## src/rtl/fp32_mul_round.sv

```systemverilog
`timescale 1ns/1ps
// fp32_mul_round
// Back end of the single-precision multiply datapath. Accepts the raw
// mantissa product from the 24x24 multiplier together with the operand
// exponents, signs and classes, then normalises, rounds to nearest-even,
// handles overflow/underflow and special operands, and packs a binary32
// result. Two register stages with a valid/ready handshake on each side.
//
// Stage 1 (normalise): picks the fraction, guard and sticky bits from the
//   product, forms the unbiased-sum exponent and classifies special cases.
// Stage 2 (round/pack): applies round-to-nearest-even, checks the exponent
//   range and packs the result and the {invalid, overflow, underflow,
//   inexact} flags.
//
// Denormal results are flushed to signed zero; denormal inputs arrive
// already classed as zero by the upstream stage.

module fp32_mul_round #(
  parameter int EXP_W  = 8,
  parameter int FRAC_W = 23,
  parameter int BIAS   = 127
) (
  input  logic                         clk,
  input  logic                         rst,
  input  logic                         in_valid,
  output logic                         in_ready,
  input  logic [2*(FRAC_W+1)-1:0]      in_prod,
  input  logic [EXP_W-1:0]             in_exp_a,
  input  logic [EXP_W-1:0]             in_exp_b,
  input  logic                         in_sign_a,
  input  logic                         in_sign_b,
  input  logic [1:0]                   in_cls_a,
  input  logic [1:0]                   in_cls_b,
  output logic                         out_valid,
  input  logic                         out_ready,
  output logic [EXP_W+FRAC_W:0]        out_result,
  output logic [3:0]                   out_flags
);

  // Product width and the signed working exponent width. Two extra bits
  // cover the full range of exp_a + exp_b - BIAS (+1 for normalisation).
  localparam int PW = 2 * (FRAC_W + 1);
  localparam int EW = EXP_W + 2;
  localparam int RW = EXP_W + FRAC_W + 1;

  localparam logic signed [EW-1:0] C_BIAS = EW'(BIAS);
  localparam logic signed [EW-1:0] C_EMAX = EW'((1 << EXP_W) - 1);
  localparam logic signed [EW-1:0] C_ZERO = '0;

  localparam logic [1:0] CLS_NORM = 2'b00;
  localparam logic [1:0] CLS_ZERO = 2'b01;
  localparam logic [1:0] CLS_INF  = 2'b10;
  localparam logic [1:0] CLS_NAN  = 2'b11;

  // Canonical quiet NaN: positive, all-ones exponent, fraction MSB set.
  localparam logic [RW-1:0] C_QNAN = {1'b0, {EXP_W{1'b1}}, 1'b1, {(FRAC_W-1){1'b0}}};

  // Special-case code carried from stage 1 to stage 2, in priority order.
  typedef enum logic [2:0] {
    SP_NONE    = 3'd0,
    SP_QNAN    = 3'd1,
    SP_INVALID = 3'd2,
    SP_INF     = 3'd3,
    SP_ZERO    = 3'd4
  } special_e;

  // Handshake
  logic w_adv1;
  logic w_adv2;

  // Stage 1 combinational
  logic                  w_msb;
  logic [FRAC_W-1:0]     w_frac;
  logic                  w_guard;
  logic                  w_sticky;
  logic signed [EW-1:0]  w_e_base;
  logic signed [EW-1:0]  w_e_norm;
  logic                  w_a_nan;
  logic                  w_b_nan;
  logic                  w_a_inf;
  logic                  w_b_inf;
  logic                  w_a_zero;
  logic                  w_b_zero;
  special_e              w_special;

  // Stage 1 registers
  logic                  r1_valid;
  logic                  r1_sign;
  logic signed [EW-1:0]  r1_e;
  logic [FRAC_W-1:0]     r1_frac;
  logic                  r1_guard;
  logic                  r1_sticky;
  special_e              r1_special;

  // Stage 2 combinational
  logic                  w_round_up;
  logic                  w_carry;
  logic [FRAC_W-1:0]     w_frac_rnd;
  logic signed [EW-1:0]  w_e_rnd;
  logic                  w_inexact;
  logic [RW-1:0]         w_result;
  logic [3:0]            w_flags;

  // Stage 2 registers
  logic                  r2_valid;
  logic [RW-1:0]         r2_result;
  logic [3:0]            r2_flags;

  // Pipeline advance: a stage moves when it is empty or its successor moves.
  always_comb begin
    w_adv2 = !r2_valid || out_ready;
    w_adv1 = !r1_valid || w_adv2;
  end

  assign in_ready   = w_adv1;
  assign out_valid  = r2_valid;
  assign out_result = r2_result;
  assign out_flags  = r2_flags;

  // Normalisation: the product of two [1,2) mantissas lies in [1,4), so the
  // leading one sits at bit PW-1 or PW-2; the former bumps the exponent.
  always_comb begin
    w_msb = in_prod[PW-1];
    if (w_msb) begin
      w_frac   = in_prod[PW-2 -: FRAC_W];
      w_guard  = in_prod[PW-2-FRAC_W];
      w_sticky = |in_prod[PW-3-FRAC_W:0];
    end else begin
      w_frac   = in_prod[PW-3 -: FRAC_W];
      w_guard  = in_prod[PW-3-FRAC_W];
      w_sticky = |in_prod[PW-4-FRAC_W:0];
    end
    w_e_base = $signed({2'b00, in_exp_a}) + $signed({2'b00, in_exp_b}) - C_BIAS;
    w_e_norm = w_e_base + $signed({{(EW-1){1'b0}}, w_msb});
  end

  // Operand classification into a single prioritised special-case code.
  always_comb begin
    w_a_nan  = (in_cls_a == CLS_NAN);
    w_b_nan  = (in_cls_b == CLS_NAN);
    w_a_inf  = (in_cls_a == CLS_INF);
    w_b_inf  = (in_cls_b == CLS_INF);
    w_a_zero = (in_cls_a == CLS_ZERO);
    w_b_zero = (in_cls_b == CLS_ZERO);
    w_special = SP_NONE;
    if (w_a_nan || w_b_nan) begin
      w_special = SP_QNAN;
    end else if ((w_a_inf && w_b_zero) || (w_a_zero && w_b_inf)) begin
      w_special = SP_INVALID;
    end else if (w_a_inf || w_b_inf) begin
      w_special = SP_INF;
    end else if (w_a_zero || w_b_zero) begin
      w_special = SP_ZERO;
    end else if ((in_cls_a == CLS_NORM) && (in_cls_b == CLS_NORM)) begin
      w_special = SP_NONE;
    end
  end

  // Stage 1 register: captures the normalised beat when the stage advances.
  always_ff @(posedge clk or posedge rst) begin
    if (rst) begin
      r1_valid   <= 1'b0;
      r1_sign    <= 1'b0;
      r1_e       <= '0;
      r1_frac    <= '0;
      r1_guard   <= 1'b0;
      r1_sticky  <= 1'b0;
      r1_special <= SP_NONE;
    end else if (w_adv1) begin
      r1_valid <= in_valid;
      if (in_valid) begin
        r1_sign    <= in_sign_a ^ in_sign_b;
        r1_e       <= w_e_norm;
        r1_frac    <= w_frac;
        r1_guard   <= w_guard;
        r1_sticky  <= w_sticky;
        r1_special <= w_special;
      end
    end
  end

  // Round to nearest-even; a fraction carry-out renormalises by bumping e.
  always_comb begin
    w_round_up             = r1_guard && (r1_sticky || r1_frac[0]);
    {w_carry, w_frac_rnd}  = {1'b0, r1_frac} + {{FRAC_W{1'b0}}, w_round_up};
    w_e_rnd                = r1_e + $signed({{(EW-1){1'b0}}, w_carry});
    w_inexact              = r1_guard || r1_sticky;
  end

  // Result packing. Underflow is judged on the pre-rounding exponent,
  // overflow on the post-rounding one; special operands override both.
  always_comb begin
    w_result = '0;
    w_flags  = 4'b0000;
    case (r1_special)
      SP_QNAN: begin
        w_result = C_QNAN;
      end
      SP_INVALID: begin
        w_result = C_QNAN;
        w_flags  = 4'b1000;
      end
      SP_INF: begin
        w_result = {r1_sign, {EXP_W{1'b1}}, {FRAC_W{1'b0}}};
      end
      SP_ZERO: begin
        w_result = {r1_sign, {(RW-1){1'b0}}};
      end
      default: begin
        if (r1_e <= C_ZERO) begin
          w_result = {r1_sign, {(RW-1){1'b0}}};
          w_flags  = 4'b0011;
        end else if (w_e_rnd >= C_EMAX) begin
          w_result = {r1_sign, {EXP_W{1'b1}}, {FRAC_W{1'b0}}};
          w_flags  = 4'b0101;
        end else begin
          w_result = {r1_sign, w_e_rnd[EXP_W-1:0], w_frac_rnd};
          w_flags  = {3'b000, w_inexact};
        end
      end
    endcase
  end

  // Stage 2 register: output holds while the consumer stalls.
  always_ff @(posedge clk or posedge rst) begin
    if (rst) begin
      r2_valid  <= 1'b0;
      r2_result <= '0;
      r2_flags  <= 4'b0000;
    end else if (w_adv2) begin
      r2_valid <= r1_valid;
      if (r1_valid) begin
        r2_result <= w_result;
        r2_flags  <= w_flags;
      end
    end
  end

endmodule

```

## config.mk

```make
export PLATFORM = sky130hd
export DESIGN_NAME = fp32_mul_round
export DESIGN_NICKNAME = d
export VERILOG_FILES = /design/src/rtl/fp32_mul_round.sv
export SDC_FILE = /design/constraint.sdc
export NUM_CORES = 1
export LEC_CHECK = 0
export BUFFER_PORTS_ARGS = -buffer_cell sky130_fd_sc_hd__buf_2
export CAP_MARGIN = 5
export CORE_ASPECT_RATIO = 1.25
export CORE_MARGIN = 2
export CORE_UTILIZATION = 45
export CTS_CLUSTER_DIAMETER = 150
export DETAILED_ROUTE_END_ITERATION = 6
export GPL_ROUTABILITY_DRIVEN = 1
export PLACE_DENSITY = 0.71
export SETUP_SLACK_MARGIN = 0.1
export SLEW_MARGIN = 30
export SYNTH_ARGS = -nofsm -noshare
export SYNTH_HDL_FRONTEND = slang
export SYNTH_SLANG_ARGS = --single-unit
```

## constraint.sdc

```tcl
create_clock -name clk -period 6.4 [get_ports clk]
set_input_delay 0.64 -clock clk [delete_from_list [all_inputs] [get_ports clk]]
set_output_delay 0.64 -clock clk [all_outputs]
set_load 0.01 [all_outputs]
```

==> impl_metrics.env <==
export IMPL_power_internal_w=0.00106
export IMPL_drive_above_1_share_pct=25.1
export IMPL_fin_util_pct=57.1
export IMPL_drt_initial_drc_count=149
export IMPL_timing_fmax_ghz=0.267
export IMPL_ir_worst_vdd_v=0.000159
export IMPL_yosys_top_cells_area="dfrtp_1, nand2_1, ha_1"
export IMPL_cp_end_kind="flip-flop"
export IMPL_routedWlPerCell_um=13.6
export IMPL_synth_edf_count=0
export IMPL_gp_congestion=0.841
export IMPL_leakagePower_nw=2.54
export IMPL_drt_wl_total_um=9340
export IMPL_fp_dieH_um=113
export IMPL_grt_max_degree=79
export IMPL_period_minus_slack_ns=3.74
export IMPL_die_area_um2=10400
export IMPL_wl_met1_um=3940
export IMPL_final_cells=685
export IMPL_power_switching_w=0.000501
export IMPL_start_util_pct=46.7
export IMPL_synth_seq_cells=77
export IMPL_synth_top_cell_area_share_pct=44.7
export IMPL_h_tree_depth=3
export IMPL_ys_flop_type="dfrtp_1"
export IMPL_max_cap_violations=0
export IMPL_rsz0062_at_grt="no"
export IMPL_synthCells=454
export IMPL_p_per_area_nw_per_um2=296
export IMPL_dp_cells=669
export IMPL_cts_resized=0
export IMPL_drc=0
export IMPL_post_cts_setup_buffers=0
export IMPL_ant_nets=0
export IMPL_status="finished clean"
export IMPL_cts_tree="built"
export IMPL_drv_slew=0
export IMPL_area_delta_synth_final_pct=22.1
export IMPL_dp_hpwl_um=7000
export IMPL_yosysTopAreaCell="dfrtp_1"
export IMPL_dr_pass1_iters=4
export IMPL_rows=39
export IMPL_criticalPathCategory="reg -> reg"
export IMPL_dr_wl_met2_um=4710
export IMPL_io_pins=112
export IMPL_grt_pass1_vias=3537
export IMPL_clockBufferDepth=2
export IMPL_route_met3_wl_um=481
export IMPL_p_seq_share_pct=43.5
export IMPL_highest_layer="met4"
export IMPL_coreArea_um2=9220
export IMPL_antenna_found_initial=0
export IMPL_netlist_area_um2=4310
export IMPL_cp_required_ns=6.58
export IMPL_maxSlewHeadroom_pct=50.6
export IMPL_syn_nets=549
export IMPL_worst_pin_slew_ns=0.741
export IMPL_fin_tns_setup_ns=0
export IMPL_period_share_pct=58.4
export IMPL_grt_pass1_wl_um=16400
export IMPL_fin_nets=652
export IMPL_crit_arrival_ns=3.92
export IMPL_clk_pin_slew_ns=0.06
export IMPL_cts_sinks=77
export IMPL_finalClockSkew_ns=0.00973
export IMPL_numCtsBuffers=9
export IMPL_die_w_um=91.5
export IMPL_start_kind="flip-flop"
export IMPL_antenna_cells=0
export IMPL_finalHoldViolations=0
export IMPL_p_sw_share_pct=32.2
export IMPL_vias=3633
export IMPL_routed_via_density=5.30
export IMPL_setup_viol=0
export IMPL_ys_seq_area_share_pct=44.7
export IMPL_clock_root_buffer="clkbuf_16"
export IMPL_yosysWarnings=0
export IMPL_timing_final_ws_setup_ns=2.66
export IMPL_grt_remaining_overflow=0
export IMPL_hp_class="in -> async"
export IMPL_dp_slack_ns=2.63
export IMPL_async_reset_ff_share_pct=100
export IMPL_cp_max_fo=21
export IMPL_cts_hold_fix_buffers=0
export IMPL_pwr_share_comb_pct=23.5
export IMPL_clk_latency_ns=0.34
export IMPL_grt_total_usage_pct=19.4
export IMPL_io_buffer_count=111
export IMPL_postSynthAreaPerCell_um2=9.49
export IMPL_pwr_share_clk_pct=33.0
export IMPL_synth_distinct_cells=53
==> cells in the mapped netlist, drive strengths merged, types with 6 or more instances <==
library cell,count
nand4,8
buf,8
a221o,7
nand2b,6
nor4,7
xor2,20
inv,17
nand2,81
o21ai,62
xnor2,15
clkbuf,14
ha,20
dfrtp,77
nand3,10
nor2,20
and3,7
mux2i,24
==> worst paths after layout <==
check / cells past startpoint / end / from / slack, ns
setup / recovery: 15 / out_result[7] / r1_guard / 2.66
setup reg to reg: 15 / out_result[7] / r1_guard / 2.66
min in group clk: 2 / out_result[9] / out_result[9] / 0.48
hold reg to reg: 2 / out_result[9] / out_result[9] / 0.48
hold / removal: 3 / r1_frac[18] / rst / 0.47
max in group asynchronous: 3 / out_result[7] / rst / 5.44
==> registers in the layout, indices dropped and copies added, names as in the netlist <==
name	flops
r1_guard	1
r1_frac	23
r1_valid	1
out_result	32
r1_e	10
r1_sign	1
r1_sticky	1
out_valid	1
r1_special	3
out_flags	4
==> critical path, cell delays in order, from the launching register on <==
cell and delay (ns):
dfrtp_1 0.37, o21a_1 0.13, ha_1 0.18, nand4_1 0.19, nor2_1 0.15, nand3_1 0.09
nor2_1 0.17, and3_1 0.19, ha_1 0.20, ha_1 0.22, nand3_2 0.13, or4_1 0.54
o311ai_2 0.12, o211ai_4 0.18, nand2_1 0.52, o21ai_0 0.20
==> cells by family (layout without fill, tap and decap cells) <==
group / Yosys count / count (layout) / synth area share [%]
multiplexers: 25 / 25 / 5.83
XOR/XNOR: 35 / 35 / 7.11
buffers and inverters: 39 / 147 / 3.60
AO/OA/AOI/OAI: 101 / 101 / 15.5
adder cells (fa/ha/maj): 21 / 21 / 6.27
flip-flops: 77 / 77 / 44.7
AND/OR/NAND/NOR: 156 / 156 / 17.0
==> layout make-up <==
type | instances | area [um^2]
clock buffers | 9 | 225
clock inverters | 7 | 80.1
well taps | 123 | 154
multi-input cells | 338 | 2230
fillers | 852 | 3960
repair buffers | 114 | 582
inverters | 17 | 63.8
flip-flops and latches | 77 | 1930
==> power by group through the flow <==
stage               clock [W]  sequential (W)  combinational, W
detailed placement          0        0.000684          0.000372
finish               0.000514        0.000678          0.000367
floorplan                   0        0.000679          0.000234
global route         0.000551        0.000693          0.000416
CTS                  0.000525        0.000676          0.000374
global placement            0        0.000680          0.000362
==> through the flow <==
stage / total power (W) / hold WS [ns] / cell area [um^2]
floorplan: 0.000913 / 0.444 / 4310
global route: 0.00166 / 0.507 / 5260
finish: 0.00156 / 0.468 / 5260
detailed placement: 0.00106 / 0.467 / 4950
global placement: 0.00104 / 0.457 / 4950
CTS: 0.00158 / 0.480 / 5260
==> metal layers <==
layer,up-vias,track usage (%)
li1,1808,-
met1,1706,24.6
met2,100,32.7
met3,19,4.23
met4,0,7.27
met5,-,0
==> placed cells by master (no fill, tap or decap), types with 3 or more instances in the layout <==
master and instances:
a21o_1 3, a21oi_1 5, a221o_1 7, and3_1 7, buf_2 111, clkbuf_16 9
dfrtp_1 77, ha_1 20, inv_1 16, inv_6 3, mux2i_1 24, nand2_1 79
nand2b_1 6, nand3_1 9, nand3b_1 3, nand4_1 8, nor2_1 20, nor3_1 5
nor4_1 6, o21a_1 3, o21ai_0 49, o21ai_1 13, o31ai_1 3, xnor2_1 15
xor2_1 20
No activity file was read; power rests on OpenSTA's default activity.
